<file path="config.mk">
export PLATFORM = sky130hd
export DESIGN_NAME = fs_inst_queue
export DESIGN_NICKNAME = d
export VERILOG_FILES = /design/src/rtl/fs_inst_queue.sv
export SDC_FILE = /design/constraint.sdc
export NUM_CORES = 1
export LEC_CHECK = 0
export ABC_CLOCK_PERIOD_IN_PS = 3600
export BUFFER_PORTS_ARGS = -buffer_cell sky130_fd_sc_hd__buf_2
export CAP_MARGIN = 20
export CORE_MARGIN = 10
export CORE_UTILIZATION = 30
export DETAILED_ROUTE_END_ITERATION = 10
export PLACE_DENSITY = 0.52
export SYNTH_ARGS = -nofsm -noshare
export SYNTH_HDL_FRONTEND = slang
export SYNTH_SLANG_ARGS = --single-unit
export TNS_END_PERCENT = 10
</file>
<file path="constraint.sdc">
create_clock -name clk -period 3.6 [get_ports clk]
set_input_delay 0.36 -clock clk [delete_from_list [all_inputs] [get_ports clk]]
set_output_delay 0.36 -clock clk [all_outputs]
set_load 0.005 [all_outputs]
</file>
<file path="src/rtl/fs_inst_queue.sv">
// Fetch-to-decode instruction buffer: DEPTH-entry circular FIFO of {pc, inst, is_branch}
// that tags each entry sitting in a branch delay slot.
module fs_inst_queue #(
  parameter int DEPTH = 4,
  parameter int CNT_W = $clog2(DEPTH) + 1
) (
  input  logic             clk,
  input  logic             resetn,
  input  logic             flush,
  input  logic             fs_valid,
  input  logic [31:0]      fs_pc,
  input  logic [31:0]      fs_inst,
  input  logic             fs_is_branch,
  output logic             fs_allowin,
  output logic             ds_valid,
  input  logic             ds_allowin,
  output logic [31:0]      ds_pc,
  output logic [31:0]      ds_inst,
  output logic             ds_is_branch,
  output logic             ds_is_ds,
  output logic [CNT_W-1:0] q_count
);

  localparam int PTR_W = $clog2(DEPTH);

  logic [31:0]      pc_mem   [DEPTH];
  logic [31:0]      inst_mem [DEPTH];
  logic [DEPTH-1:0] br_mem;
  logic [DEPTH-1:0] ds_mem;

  logic [PTR_W-1:0] wr_ptr;
  logic [PTR_W-1:0] rd_ptr;
  logic [CNT_W-1:0] count;
  logic             prev_branch;
  logic             push;
  logic             pop;

  // Handshake: a beat transfers on a side in any cycle where its valid and
  // allowin are both high; valid never depends on allowin. flush cancels both
  // transfers in its cycle without masking fs_allowin.
  assign fs_allowin = (count != CNT_W'(DEPTH));
  assign ds_valid   = (count != '0);
  assign push       = fs_valid & fs_allowin & ~flush;
  assign pop        = ds_valid & ds_allowin & ~flush;
  assign q_count    = count;

  always_ff @(posedge clk or negedge resetn) begin
    if (!resetn) begin
      wr_ptr      <= '0;
      rd_ptr      <= '0;
      count       <= '0;
      prev_branch <= 1'b0;
    end else if (flush) begin
      wr_ptr      <= '0;
      rd_ptr      <= '0;
      count       <= '0;
      prev_branch <= 1'b0;
    end else begin
      if (push) begin
        wr_ptr      <= wr_ptr + 1'b1;
        prev_branch <= fs_is_branch;
      end
      if (pop) begin
        rd_ptr <= rd_ptr + 1'b1;
      end
      case ({push, pop})
        2'b10:   count <= count + 1'b1;
        2'b01:   count <= count - 1'b1;
        default: count <= count;
      endcase
    end
  end

  // Storage needs no reset: entries are only read while count says they are live.
  always_ff @(posedge clk) begin
    if (push) begin
      pc_mem[wr_ptr]   <= fs_pc;
      inst_mem[wr_ptr] <= fs_inst;
      br_mem[wr_ptr]   <= fs_is_branch;
      ds_mem[wr_ptr]   <= prev_branch;
    end
  end

  assign ds_pc        = ds_valid ? pc_mem[rd_ptr]   : 32'h0;
  assign ds_inst      = ds_valid ? inst_mem[rd_ptr] : 32'h0;
  assign ds_is_branch = ds_valid ? br_mem[rd_ptr]   : 1'b0;
  assign ds_is_ds     = ds_valid ? ds_mem[rd_ptr]   : 1'b0;

endmodule

</file>
Word level (Yosys, flattened, before mapping)
Memories as Yosys holds them, arrays and structs flattened.
Index checks and enable logic that the tools add are counted.
- input bits: 70
- register bits after elaboration: 16
- memories: 2
- logic and storage cells: 50
- output and inout port bits: 71
- RAM bits: 256
- reduce and logical (&&, ||, !) cells: 5
- add/subtract/negate cells: 4
- equal/unequal tests: 3
- multiplexer cells: 22
- magnitude comparators: 3
- bitwise operators: 5
- memories (memory ; words ; width ; rd ports ; clocked after memory_dff ; wr ports ; RTL line ; text):
    inst_mem ; 4 ; 32 ; 1 ; 0 ; 1 ; 27 ; logic [31:0] inst_mem [DEPTH];
    pc_mem ; 4 ; 32 ; 1 ; 0 ; 1 ; 26 ; logic [31:0] pc_mem [DEPTH];
- operators with widths (kind ; number):
    32-bit two-way mux ; 2
    1-bit two-way mux ; 9
    4-bit bitwise mux ; 2
    2-bit two-way mux ; 4
    2-bit by 3-bit less-than comparator with 1-bit output (second input constant) ; 2
    3-bit one-hot mux with 2 select lines ; 1
    3-bit nonzero test ; 2
    2-bit by 1-bit adder with 2-bit output (second input constant) ; 2
    1-bit bitwise AND ; 4
    1-bit binary-select mux with 2-bit select ; 2
    2-bit nonzero test ; 2
    3-bit by 1-bit adder with 3-bit output (second input constant) ; 1
    3-bit two-way mux ; 1
    3-bit inequality test (second input constant) ; 1
    3-bit by 1-bit subtractor with 3-bit output (second input constant) ; 1
    1-bit demux with 2-bit select ; 1
    2-bit by 1-bit == test with 1-bit output (second input constant) ; 1
    2-bit == test (second input constant) ; 1
    2-bit by 1-bit >= comparator with 1-bit output (second input constant) ; 1
    1-bit logical AND ; 1
    1-bit NOT ; 1

Depth between registers and ports, before layout
- word-level depth: 6
- mapped depth: 10
- mapped depth without buffers: 8

Worst setup path before layout
No wires, ideal clock.
- kind: register to register
- start point: register count[0] (netlist: q_count[0])
- end point: register br_mem[0] (enable)
- arrival: 2526 ps
- setup time: 431 ps
- stages on the path, launching flop included: 5
- clock period less this slack: 2957 ps
- slack: 643 ps
- path buffers: 0
- data required time: 3169 ps
- path through: dfrtp_1 > or3b_2 > nand2_4 > nor2_1 > and2_1
- longest elaborated chain between the ends: 3
- ends and longest elaborated chain (what ; RTL line ; text):
    start: declaration ; 33 ; logic [CNT_W-1:0] count;
    start signal: assignment ; 67 ; 2'b10: count <= count + 1'b1;
    start signal: assignment ; 68 ; 2'b01: count <= count - 1'b1;
    start signal: assignment ; 69 ; default: count <= count;
    3-bit inequality test ; 41 ; assign fs_allowin = (count != CNT_W'(DEPTH));
    via fs_allowin ; 14 ; output logic fs_allowin,
    1-bit bitwise AND (2 in a row) ; 43 ; assign push = fs_valid & fs_allowin & ~flush;
    end signal: indexed assignment ; 79 ; br_mem[wr_ptr] <= fs_is_branch;
    end: declaration ; 28 ; logic [DEPTH-1:0] br_mem;
The timed path passes the listed nets, and every way through them passes these cells.
A chain may end at the register's enable or synchronous reset.

Final worst setup path
- start point: register rd_ptr[0]
- end point: output ds_pc[31]
- longest elaborated chain between the ends: 2
- ends and longest elaborated chain (what ; RTL line ; text):
    start: declaration ; 32 ; logic [PTR_W-1:0] rd_ptr;
    start signal: assignment ; 64 ; rd_ptr <= rd_ptr + 1'b1;
    memory read 4 x 32 bit ; n/a ;
    32-bit two-way mux ; 84 ; assign ds_pc = ds_valid ? pc_mem[rd_ptr] : 32'h0;
    end: declaration ; 17 ; output logic [31:0] ds_pc,
No other way between the ends.

==> impl_metrics.json <==
{
  "clockRootBuffer": "clkbuf_16",
  "antenna_found_initial": 6,
  "cts_tree": "built",
  "dieWidth_um": 207,
  "slowest_delay_ns": 0.84,
  "power_density_nw_per_um2": 584,
  "max_slew_margin_pct": 28.3,
  "worst-path-max-fanout": 29,
  "crit_path_start_kind": "flip-flop",
  "syn_inst": 483,
  "setup_ws_ns": 0.659,
  "first_global_vias": 5612,
  "worstMarginPinSlew_ns": 1.08,
  "synth.area.top_cells": "edfxtp_1 (75%), mux4_2 (14%), and2_1 (4.2%)",
  "arrival_ns": 2.58,
  "area_growth_pct": 20.1,
  "ctsResizeCount": 0,
  "yosysWarnings": 0,
  "ant_nets": 0,
  "clk_latency_ns": 0.53,
  "synth_edf_count": 264,
  "seq_area_frac_synth_pct": 77.1,
  "reg2reg_depth": 4,
  "netlist_area_um2": 10500,
  "first_pass_iters": 4,
  "slew_viol_final": 0,
  "drc_errors": 0,
  "nFillCells": 3211,
  "fin_skew_ns": 0.0156,
  "synth_top_area_share_pct": 75.2,
  "via_per_inst": 4.51,
  "gp_congestion": 0.710,
  "critPathKind": "reg2out",
  "cts_max_level": 1,
  "grt_pass1_wl_mm": 35.6,
  "synth_ff_type": "edfxtp_1",
  "drt_iter0_drc": 264,
  "setup_violations": 0,
  "num_rows": 68,
  "dieArea_um2": 43000,
  "crit_chain": "buf_4 -> mux4_2 -> and2_1 -> buf_2",
  "port_buffers": 140,
  "clock_sinks": 272,
  "synthArstFlopShare_pct": 2.94,
  "end_kind": "primary output",
  "timing.fmax_mhz": 340,
  "avgRoutedWirePerCell_um": 20.9,
  "grt_start_max_net_pins": 70,
  "synth_nets": 558,
  "synth_most_common_cell": "edfxtp_1",
  "post-place-ws_ns": 1.10,
  "vias": 5020,
  "crit_slowest_cell": "dfrtp_4",
  "final.period_utilization_pct": 81.7,
  "dpl.hpwl_mm": 14.4,
  "rsz0062_at_grt": "no",
  "drive_above_1_share_pct": 39.5,
  "p_leak_nw": 4.29,
  "cts_made_buffers": 29,
  "final.setup.tns_ns": 0,
  "grt_usage_pct": 10.5,
  "hold_class": "in2reg",
  "required_ns": 3.24,
  "routed_wl_mm": 23.3,
  "finalCriticalPeriod_ns": 2.94,
  "start_util_pct": 30.4,
  "cts_buffer_depth": 3,
  "finalHoldViolCount": 0,
  "nets": 712,
  "ys_ff_latch": 272,
  "core_um2": 34600,
  "num_io_pins": 141,
  "synthTopCellsByCount": "edfxtp_1 (264), and2_1 (70), mux4_2 (66)",
  "holdPathStages": 1,
  "die_y_um": 207,
  "syn_area_per_cell_um2": 21.8,
  "drv_cap": 0,
  "ys_types": 30,
  "irDropWorstVdd_mv": 0.355,
  "synth_area_leader_cell": "edfxtp_1",
  "overflow": 0,
  "outcome": "finished clean",
  "postCtsSetupRepairBufs": 0,
  "clk_pin_slew_ns": 0.06
}
placed cells by master, fill, tap and decap left out, types with 2 or more instances in the layout:
cell type,netlist,routed
clkinv_1,0,6
mux4_2,66,66
inv_1,2,2
dfrtp_1,8,6
buf_4,2,5
bufinv_16,0,2
buf_2,7,140
nand3_1,4,4
o21ai_0,2,2
nor2_1,10,10
a21oi_1,3,3
and2_1,70,66
edfxtp_1,264,264
ha_1,4,4
xnor2_1,3,3
and2_4,0,4
nand2_1,6,6
dfrtp_4,0,2
buf_16,0,2
clkbuf_16,0,29
clkinv_2,0,4
xor2_1,3,3
clkbuf_1,10,9
a31oi_1,2,2
cell type report:
type | count | area (um^2) | share of cell area (%)
well taps | 455 | 569 | 4.50
multi-input cells | 183 | 2250 | 17.7
inverters | 2 | 7.51 | 0.0593
repair buffers | 149 | 823 | 6.50
diodes | 1 | 2.50 | 0.0198
clock inverters | 14 | 119 | 0.939
clock buffers | 38 | 759 | 6.00
flip-flops and latches | 272 | 8140 | 64.2
critical path: cells and delay by family (launching register included):
| family | cells | cell delay, ns |
|---|---|---|
| AND/OR/NAND/NOR | 1 | 0.17 |
| multiplexers | 1 | 0.53 |
| buffers and inverters | 2 | 0.50 |
| flip-flops | 1 | 0.84 |
flip-flops by register name, summed over array words and instances, names as in the netlist:
signal / cells
q_count: 3
prev_branch: 1
inst_mem: 128
br_mem: 4
wr_ptr: 2
rd_ptr: 2
ds_mem: 4
pc_mem: 128
final timing paths:
check | from | end | slack, ns
min in group asynchronous | resetn | q_count[1]$_DFFE_PN0P_ | 0.21
max in group asynchronous | resetn | rd_ptr[0]$_DFFE_PN0P_ | 3.18
setup reg to reg | q_count[0]$_DFFE_PN0P_ | pc_mem[2][22]$_DFFE_PP_ | 1.14
setup / recovery | rd_ptr[0]$_DFFE_PN0P_ | ds_pc[31] | 0.66
hold / removal | fs_inst[8] | inst_mem[1][8]$_DFFE_PP_ | 0.04
hold reg to reg | prev_branch$_DFFE_PN0P_ | ds_mem[2]$_DFFE_PP_ | 0.55
what timing repair did:
action / 4_1_cts / 5_1_grt
setup endpoints to repair: 0 / 0
hold buffers: 1 / 0
endpoints found under the hold margin: 8 / 0
stage by stage:
stage	total power, mW	hold slack (ns)	cell area, um^2	util [%]	std cells
floorplan	4.33	0.0644	10500	-	483
global placement	4.73	0.208	11700	33.8	1058
detailed placement	4.75	0.227	11700	33.8	1058
CTS	7.54	0.0160	12600	36.4	1111
global route	7.75	0.0239	12700	36.6	1113
finish	7.39	0.0412	12700	36.6	1114
logic make-up after synthesis:
family	after synthesis	synth area share, %
compound gates	10	0.594
xor+xnor	6	0.499
fa+ha+maj	5	0.665
buf+inv	28	1.69
flops	272	77.1
mux	66	14.1
simple gates	96	5.34
per-layer routing:
layer  share of wire (%)  global-route usage [%]  up-vias  wire (um)
li1                    -                       -     2249          -
met1                  44                    13.2     2609      10200
met2                  49                    17.4      114      11300
met3                 5.5                    3.23       40       1270
met4                 1.9                    2.41        8        452
met5                0.18                       0        -         43
report_power, final:
group          leakage [nW]  internal [mW]  switching, mW
Sequential             2.50           3.59         0.0907
Combinational          1.36          0.489          0.469
Clock                 0.426           1.62           1.13
Power figures use the tool's default switching activity.
